<file path="config.mk">
export PLATFORM = sky130hd
export DESIGN_NAME = bullet_pool
export DESIGN_NICKNAME = d
export VERILOG_FILES = /design/src/rtl/bullet_pool.sv
export SDC_FILE = /design/constraint.sdc
export NUM_CORES = 1
export LEC_CHECK = 0
export ABC_CLOCK_PERIOD_IN_PS = 4000
export BUFFER_PORTS_ARGS = -buffer_cell sky130_fd_sc_hd__buf_2
export CAP_MARGIN = 20
export CORE_ASPECT_RATIO = 1.4
export CORE_MARGIN = 4
export CORE_UTILIZATION = 40
export CTS_CLUSTER_DIAMETER = 120
export DETAILED_ROUTE_END_ITERATION = 12
export GPL_TIMING_DRIVEN = 1
export PLACE_DENSITY = 0.66
export SETUP_SLACK_MARGIN = 0.02
export SLEW_MARGIN = 30
export SYNTH_ARGS = -nofsm -noshare
export SYNTH_HDL_FRONTEND = slang
export SYNTH_SLANG_ARGS = --single-unit
</file>
<file path="constraint.sdc">
create_clock -name clk -period 4 [get_ports clk]
set_input_delay 0.2 -clock clk [delete_from_list [all_inputs] [get_ports clk]]
set_output_delay 0.2 -clock clk [all_outputs]
set_load 0.005 [all_outputs]
</file>
<file path="src/rtl/bullet_pool.sv">
// Pool of NUM_SLOTS projectiles fired from the player sprite, moved on each
// movement tick, retired at the map edge, and rendered as a per-pixel hit.
module bullet_pool #(
   parameter int NUM_SLOTS = 4,
   parameter int SPD       = 25,
   parameter int MAP_W     = 640,
   parameter int MAP_H     = 480,
   parameter int BW        = 10,
   parameter int BH        = 11,
   parameter int PLYR_SZ   = 60,
   parameter int COOLDOWN  = 4
) (
   input  logic                 clk,
   input  logic                 rst,
   input  logic                 run,
   input  logic                 tick,
   input  logic                 fire,
   input  logic [2:0]           fire_dir,
   input  logic [9:0]           plyr_x,
   input  logic [9:0]           plyr_y,
   input  logic [9:0]           h_cnt,
   input  logic [9:0]           v_cnt,
   output logic                 valid,
   output logic [6:0]           pixel_addr,
   output logic [NUM_SLOTS-1:0] live_mask,
   output logic                 fire_ack,
   output logic                 fire_drop
);

   localparam logic [9:0]  SPD_10   = 10'(SPD);
   localparam logic [10:0] SPD_11   = 11'(SPD);
   localparam logic [10:0] MAP_W_11 = 11'(MAP_W);
   localparam logic [10:0] MAP_H_11 = 11'(MAP_H);
   localparam logic [10:0] BW_11    = 11'(BW);
   localparam logic [10:0] BH_11    = 11'(BH);
   localparam logic [6:0]  BW_7     = 7'(BW);
   localparam logic [9:0]  OFS_FULL = 10'(PLYR_SZ);
   localparam logic [9:0]  OFS_HALF = 10'(PLYR_SZ / 2);
   localparam logic [7:0]  CD_LOAD  = 8'(COOLDOWN);

   // Active axes of a direction code, packed as {+x, -x, +y, -y}.
   function automatic logic [3:0] axes(input logic [2:0] d);
      case (d)
         3'd0:    axes = 4'b1001;
         3'd1:    axes = 4'b0110;
         3'd2:    axes = 4'b0010;
         3'd3:    axes = 4'b1010;
         3'd4:    axes = 4'b0100;
         3'd5:    axes = 4'b1000;
         3'd6:    axes = 4'b0101;
         3'd7:    axes = 4'b0001;
         default: axes = 4'b0000;
      endcase
   endfunction

   logic [NUM_SLOTS-1:0] live;
   logic [2:0]           dir [NUM_SLOTS];
   logic [9:0]           x   [NUM_SLOTS];
   logic [9:0]           y   [NUM_SLOTS];
   logic                 fire_q;
   logic [7:0]           cd;

   logic [NUM_SLOTS-1:0] live_nx;
   logic [2:0]           dir_nx [NUM_SLOTS];
   logic [9:0]           x_nx   [NUM_SLOTS];
   logic [9:0]           y_nx   [NUM_SLOTS];

   logic [3:0]           ax        [NUM_SLOTS];
   logic [6:0]           slot_addr [NUM_SLOTS];
   logic [NUM_SLOTS-1:0] leave;
   logic [NUM_SLOTS-1:0] hit;
   logic [NUM_SLOTS-1:0] spawn_sel;
   logic                 found;
   logic                 req;
   logic                 accept;
   logic                 reject;
   logic [9:0]           off_x;
   logic [9:0]           off_y;
   logic [9:0]           spawn_x;
   logic [9:0]           spawn_y;

   assign req       = fire & ~fire_q;
   assign accept    = run & req & (cd == 8'd0) & found;
   assign reject    = run & req & ~((cd == 8'd0) & found);
   assign spawn_x   = plyr_x + off_x;
   assign spawn_y   = plyr_y + off_y;
   assign live_mask = live;

   // Per-slot edge test and render hit, all bound sums at 11 bits.
   for (genvar gi = 0; gi < NUM_SLOTS; gi++) begin : g_slot
      assign ax[gi]    = axes(dir[gi]);
      assign leave[gi] = (ax[gi][3] && ({1'b0, x[gi]} + SPD_11 >= MAP_W_11)) ||
                         (ax[gi][2] && ({1'b0, x[gi]} < SPD_11)) ||
                         (ax[gi][1] && ({1'b0, y[gi]} + SPD_11 >= MAP_H_11)) ||
                         (ax[gi][0] && ({1'b0, y[gi]} < SPD_11));
      assign hit[gi]   = live[gi] &&
                         (h_cnt >= x[gi]) && ({1'b0, h_cnt} < {1'b0, x[gi]} + BW_11) &&
                         (v_cnt >= y[gi]) && ({1'b0, v_cnt} < {1'b0, y[gi]} + BH_11);
      assign slot_addr[gi] = 7'(h_cnt - x[gi]) + 7'(v_cnt - y[gi]) * BW_7;
   end

   // Lowest-index free slot, judged on the registered live bits.
   always_comb begin
      spawn_sel = '0;
      found     = 1'b0;
      for (int i = 0; i < NUM_SLOTS; i++) begin
         if (!live[i] && !found) begin
            spawn_sel[i] = 1'b1;
            found        = 1'b1;
         end else begin
            spawn_sel[i] = 1'b0;
         end
      end
   end

   // Spawn offset from the player's top-left corner for each direction.
   always_comb begin
      case (fire_dir)
         3'd0:    begin off_x = OFS_FULL; off_y = 10'd0;    end
         3'd1:    begin off_x = 10'd0;    off_y = OFS_FULL; end
         3'd2:    begin off_x = OFS_HALF; off_y = OFS_FULL; end
         3'd3:    begin off_x = OFS_FULL; off_y = OFS_FULL; end
         3'd4:    begin off_x = 10'd0;    off_y = OFS_HALF; end
         3'd5:    begin off_x = OFS_FULL; off_y = OFS_HALF; end
         3'd6:    begin off_x = 10'd0;    off_y = 10'd0;    end
         3'd7:    begin off_x = OFS_HALF; off_y = 10'd0;    end
         default: begin off_x = 10'd0;    off_y = 10'd0;    end
      endcase
   end

   // Next slot state: run-low flush, spawn into the free slot, or move/retire on tick.
   always_comb begin
      live_nx = live;
      for (int i = 0; i < NUM_SLOTS; i++) begin
         dir_nx[i] = dir[i];
         x_nx[i]   = x[i];
         y_nx[i]   = y[i];
      end
      for (int i = 0; i < NUM_SLOTS; i++) begin
         if (!run) begin
            live_nx[i] = 1'b0;
         end else if (accept && spawn_sel[i]) begin
            live_nx[i] = 1'b1;
            dir_nx[i]  = fire_dir;
            x_nx[i]    = spawn_x;
            y_nx[i]    = spawn_y;
         end else if (tick && live[i]) begin
            if (leave[i]) begin
               live_nx[i] = 1'b0;
            end else begin
               if (ax[i][3]) begin
                  x_nx[i] = x[i] + SPD_10;
               end else if (ax[i][2]) begin
                  x_nx[i] = x[i] - SPD_10;
               end else begin
                  x_nx[i] = x[i];
               end
               if (ax[i][1]) begin
                  y_nx[i] = y[i] + SPD_10;
               end else if (ax[i][0]) begin
                  y_nx[i] = y[i] - SPD_10;
               end else begin
                  y_nx[i] = y[i];
               end
            end
         end else begin
            live_nx[i] = live[i];
         end
      end
   end

   // Pixel output from the lowest-index hitting slot.
   always_comb begin
      valid      = 1'b0;
      pixel_addr = 7'd0;
      for (int i = NUM_SLOTS - 1; i >= 0; i--) begin
         if (hit[i]) begin
            valid      = 1'b1;
            pixel_addr = slot_addr[i];
         end else begin
            valid      = valid;
         end
      end
   end

   // Slot registers, fire edge detector, cooldown and handshake pulses.
   always_ff @(posedge clk or posedge rst) begin
      if (rst) begin
         live      <= '0;
         fire_q    <= 1'b0;
         cd        <= 8'd0;
         fire_ack  <= 1'b0;
         fire_drop <= 1'b0;
         for (int i = 0; i < NUM_SLOTS; i++) begin
            dir[i] <= 3'd0;
            x[i]   <= 10'd0;
            y[i]   <= 10'd0;
         end
      end else begin
         live      <= live_nx;
         fire_q    <= fire;
         fire_ack  <= accept;
         fire_drop <= reject;
         for (int i = 0; i < NUM_SLOTS; i++) begin
            dir[i] <= dir_nx[i];
            x[i]   <= x_nx[i];
            y[i]   <= y_nx[i];
         end
         if (!run) begin
            cd <= 8'd0;
         end else if (accept) begin
            cd <= CD_LOAD;
         end else if (tick && (cd != 8'd0)) begin
            cd <= cd - 8'd1;
         end else begin
            cd <= cd;
         end
      end
   end

endmodule

</file>
; Word-level counts from Yosys, hierarchy flattened
; Memories as Yosys holds them, arrays and structs flattened.
; Index checks and enable logic that the tools add are counted.
[word_totals]
output_inout_bits = 14
reg_bits = 107
memories = 5
mem_bits_ro = 208
in_bits = 48
[classes]
bitwise_logic = 8
n_mul = 4
n_reduce_logical = 91
n_lt_le_gt_ge = 32
n_eq_ne = 13
mux = 74
addsub = 47
[mem_list]
columns = name, words, word_bits, rd, rd_clocked_by_memory_dff, wr, line_no
row1 = (name not given), 8, 10, 1, 0, 0, 118  ; case (fire_dir)
row2 = (name not given), 8, 4, 1, 0, 0, 43  ; case (d)
row3 = (name not given), 8, 4, 1, 0, 0, 43
row4 = (name not given), 8, 4, 1, 0, 0, 43
row5 = (name not given), 8, 4, 1, 0, 0, 43
[ops]
columns = cell, n
row1 = $mux W10, 40
row2 = $add A10 B4 Y11 const B, 8
row3 = $add A10 B5 Y11 const B, 8
row4 = $lt A10 B11 Y1, 8
row5 = $add A10 B5 Y10 const B, 8
row6 = $ge A10 B10 Y1, 8
row7 = $lt A10 B5 Y1 const B, 8
row8 = $sub A10 B5 Y10 const B, 8
row9 = $sub A7 B7 Y7, 8
row10 = $ge A11 B10 Y1 const B, 4
row11 = $ge A11 B9 Y1 const B, 4
row12 = $logic_and A1 B1 Y1, 44
row13 = $reduce_and A4 Y1, 8
row14 = $add A7 B7 Y7, 4
row15 = $mul A7 B3 Y6 const B, 4
row16 = $mux W7, 4
row17 = $mux W1, 27
row18 = $ne A3 B1 Y1 const B, 9
row19 = $mux W8, 3
row20 = $reduce_bool A3 Y1, 8
row21 = $add A10 B10 Y10, 2
row22 = $reduce_and A2 Y1, 8
row23 = $logic_or A1 B1 Y1, 12
row24 = $logic_not A8 Y1, 1
row25 = 7 further kinds, 23

; Logic depth before layout (Yosys ltp)
[logic_depth]
depth_word = 13
depth_mapped = 19

; Worst setup path after synthesis
; Ideal clock, no wire load.
[synth_timing]
path_type = flip-flop to output port
startpoint = register y[1] (netlist name)
endpoint = output pixel_addr[6]
path_buffers = 0
arrival_time_ps = 4314
path_stages_with_launch = 19
setup_slack_ps = -514
cell_sequence = dfrtp_1 > inv_1 > ha_1 > nor2b_1 > o21ai_0 > and3_1 > nor2_1 > ha_1 > ha_1 > inv_1 > fa_1 > inv_1 > fa_1 > ha_1 > a21oi_1 > xnor2_1 > nor3_1 > or4bb_1 > a311oi_1
[synth_between]
elab_chain_len = 7
[synth_rtl]
columns = item, line_no
row1 = "start, declared", 59  ; logic [9:0] y [NUM_SLOTS];
row2 = "start signal, assigned by index", 207  ; y[i] <= y_nx[i];
row3 = $sub A7 B7 Y7 (tied with other cells), 99  ; assign slot_addr[gi] = 7'(h_cnt - x[gi]) + 7'(v_cnt - y[gi]) * BW_7;
row4 = $mul A7 B3 Y6 (tied with other cells), 99
row5 = $add A7 B7 Y7 or $logic_and A1 B1 Y1 (tied branches), "99, 98"
row6 = $mux W7 * (4 in a row), 177  ; if (hit[i]) begin
row7 = "end, declared", 24  ; output logic [6:0] pixel_addr,
; Every way passes the cells marked *; elsewhere a longest branch is shown, timed or not.

; Worst setup path in the final report
; Same ends and word-level chain as after synthesis.

==> impl_metrics.csv <==
group,metric,value,unit
timing,hold_viol_final,0,
power,vdd_drop_max,578.7,uV
setup_path,cpMostUsedCell,"ha_4",
floorplanning,rows,85,
grt,grt_max_degree,40,
worst_hold_path,hold-path-endpoint,"x[10]$_DFFE_PP0P_",
timing,setup_viol,7,
timing,maxSlewViolCount,0,
grt,grt_pass1_vias,16038,
setup_path,r2r_end,"y[22]$_DFFE_PP0P_",
drt,drt-total-wl,61.21,mm
timing,worstMarginPinSlew,0.9792,ns
synthesis,async_flop_share,100.0,%
floorplanning,ios,62,
setup_path,path_max_fanout,3,
drt,antenna_left,0,
synthesis,synth_top_cells_by_area,"ha_1 (20%), dfrtp_1 (17%), xnor2_1 (8.6%)",
floorplanning,fp.dieW,175.1,microns
synthesis,synth_area,15640,sq um
power,power_density,586.7,nW/um^2
setup_path,reg2reg_depth,9,
timing,finalWorstSetupSlack,-0.9994,ns
cts,clock_sinks,107,
grt,overflow,0,
cts,numCtsBuffers,9,
synthesis,synth-edff-count,0,
worst_hold_path,whs_path_depth,3,
setup_path,worstSetupEndpointType,"primary output",
cts,cts_tree,"built",
setup_path,slowest_delay,0.57,ns
cts,clk_latency,0.39,ns
placement,gp_routability_congestion,0.9901,
final_layout,nets,2516,
final_layout,fillers,3633,
floorplanning,initial_core_util,40.52,%
outcome,violations,"negative setup slack",
synthesis,synth.most_common_cell,"ha_1",
placement,dp_cells,2682,
flow_run,cap_violations,0,
cts,path_clk_slew,0.09,ns
synthesis,syn_area_per_cell,8.051,sq um
setup_path,critPathKind,"reg -> out",
drt,first_pass_iters,6,
placement,hpwlAfterDp,49.97,mm
power,p_total,11370,uW
setup_path,cpMaxStageDelayCell,"or4bb_1",
drt,routedWlPerCell,22.56,microns
synthesis,synth_cell_type_count,77,
grt,grt.total_usage,27.97,%
setup_path,required,3.80,ns
synthesis,ys_ff_latch,107,
setup_path,rrSetupSlack,0.49,ns
floorplanning,coreArea,38610,sq um
synthesis,netlist.area_leader.share,19.92,%
placement,port-buffer-count,61,
synthesis,synth_top_cell_by_area,"ha_1",
synthesis,synth_nets,2274,
setup_path,crit_chain,"inv_2, ha_4, nor2b_4, o21ai_4, and3_4, nor2_4, ha_4, ha_2, inv_2, fa_1, inv_1, fa_1, ha_4, a21oi_2, xnor2_1, nor3_1, or4bb_1, a311oi_2, buf_2",
final_layout,final_util,50.22,%
grt,grt_first_pass_wirelength,92.33,mm
timing,whs,0.1453,ns
synthesis,ys_seq_area_share,17.12,%
final_layout,final_cells,2713,
grt,antenna_found_initial,1,
synthesis,ys_top_cells_by_count,"ha_1 (249), inv_1 (166), xnor2_1 (154), nor2_1 (125), nand2_1 (122)",
synthesis,ys.flop_type,"dfrtp_1",
drt,drcViolationCount,0,
synthesis,syn_inst,1943,
setup_path,cp.arrival,4.80,ns
drt,vias,16072,
cts,clockBufferDepth,2,
cts,cts_root_buffer,"clkbuf_16",
worst_hold_path,hold_path.class,"in -> reg",
placement,place_worst_setup_slack,-0.8857,ns
drt,drtIter0Drc,1023,
power,p_leak,0.008441,uW
timing,finClkSkew,0.01675,ns
outcome,status,"complete, but fails checks",
setup_path,cp-start-kind,"flop",
worst_hold_path,hp-start,"plyr_x[0]",
timing,fmax,200.0,MHz
cts,h-tree-depth,3,
floorplanning,fp.dieArea,42380,sq um
final_layout,drive_above_1_share,21.74,%
floorplanning,die_h,242.0,microns
timing,fin_crit,4.999,ns
final_layout,area_delta_synth_final,23.92,%
setup_path,regToRegStartpoint,"x[20]$_DFFE_PP0P_",
drt,vias_per_cell,5.924,
timing,maxSlewHeadroom,34.72,%
timing,finalCritPeriodShare,125.0,%
timing,rsz0062_at_grt,"yes",
synthesis,yosysWarnings,0,
==> area by class of cell <==
cell class / instances / area (sq um) / share of cell area (%)
Antenna cell: 1 / 2.502 / 0.01291
Clock buffer: 9 / 225.2 / 1.162
Clock inverter: 7 / 67.56 / 0.3485
Inverter: 168 / 640.6 / 3.305
Multi-Input combinational cell: 1573 / 12720 / 65.63
Sequential cell: 107 / 2680 / 13.82
Tap cell: 522 / 653.1 / 3.369
Timing Repair Buffer: 326 / 2394 / 12.35
==> cells in the final DEF, fill, tap and decap left out, types with 14 or more instances in the layout <==
master and instances:
mux2i_1 29, nand2b_1 21, nand3_1 38, fa_1 33, inv_1 158, xnor2_1 147
o21ai_0 103, ha_1 225, nor3_1 75, nand2_1 120, buf_4 250, dfrtp_1 105
buf_2 58, xor2_1 20, a21o_1 29, o21a_1 24, nand4_1 25, nor2_1 123
and2_1 14, nor4_1 27, o211ai_1 17, a31oi_1 38, a21oi_1 103, ha_4 21
nor2b_1 17, or3_1 33, a211oi_1 27, a211o_1 22
==> how the worst max path moves through the flow <==
stage,start,endpoint
2_1_floorplan,y[21]$_DFFE_PP0P_,pixel_addr[6]
3_3_place_gp,v_cnt[0],pixel_addr[6]
3_5_place_dp,v_cnt[0],pixel_addr[6]
4_1_cts,y[1]$_DFFE_PP0P_,pixel_addr[6]
5_1_grt,y[21]$_DFFE_PP0P_,pixel_addr[6]
6_report,y[1]$_DFFE_PP0P_,pixel_addr[6]
==> what timing repair did <==
action | in CTS | in global routing
hold endpoints to repair | 35 | 0
setup buffers | 11 | 10
pin swaps | 18 | 69
hold buffers | 2 | 0
gates resized for setup | 58 | 87
setup endpoints to repair | 8 | 8
==> worst max-delay path, delay by kind of cell, from the launching register on <==
family          cells  cell delay (ns)
compound gates      3             0.63
xor+xnor            1             0.14
fa+ha+maj           6             1.85
buf+inv             4             0.34
flops               1             0.41
simple gates        5             1.03
==> state kept, by name, indices dropped and copies added, names as in the netlist <==
name / cells
x: 40
y: 40
dir: 12
cd: 8
live_mask: 4
fire_ack: 1
fire_drop: 1
fire_q: 1
==> kinds of logic (layout without fill, tap and decap cells) <==
logic type | count (synthesis) | count (layout) | synth area share, %
AND/OR/NAND/NOR | 569 | 569 | 18.23
AO/OA/AOI/OAI | 511 | 511 | 21.91
adder cells (fa/ha/maj) | 283 | 283 | 24.27
buffers and inverters | 263 | 510 | 6.382
XOR/XNOR | 174 | 174 | 9.742
flip-flops | 107 | 107 | 17.12
multiplexers | 36 | 36 | 2.351
other | 0 | 1 | 0
==> power breakdown <==
part	leakage (uW)	internal, uW	switching, uW	total, uW
Clock	0.000145	440	504	944
Combinational	0.00693	4090	4680	8770
Sequential	0.00136	1310	347	1660
Total	0.00844	5840	5530	11400
==> stage by stage <==
stage	area (sq um)	TNS (ns)
6_report	19390	-3.248
5_1_grt	19380	-4.156
4_1_cts	18890	-4.511
3_5_place_dp	18230	-2.303
3_3_place_gp	18230	-1.967
2_1_floorplan	15710	-0.2745
==> metal layers <==
| metal | wire [microns] | global-route usage [%] | share of wire, % | vias to the layer above |
|---|---|---|---|---|
| met1 | 23310 | 31.97 | 38 | 7771 |
| met2 | 30640 | 49.87 | 50 | 588 |
| met3 | 3152 | 3.497 | 5.1 | 190 |
| met4 | 4088 | 15.91 | 6.7 | 2 |
| met5 | 14 | 0 | 0.023 | - |
| li1 | - | - | - | 7521 |
(Power assumes the default switching activity.)
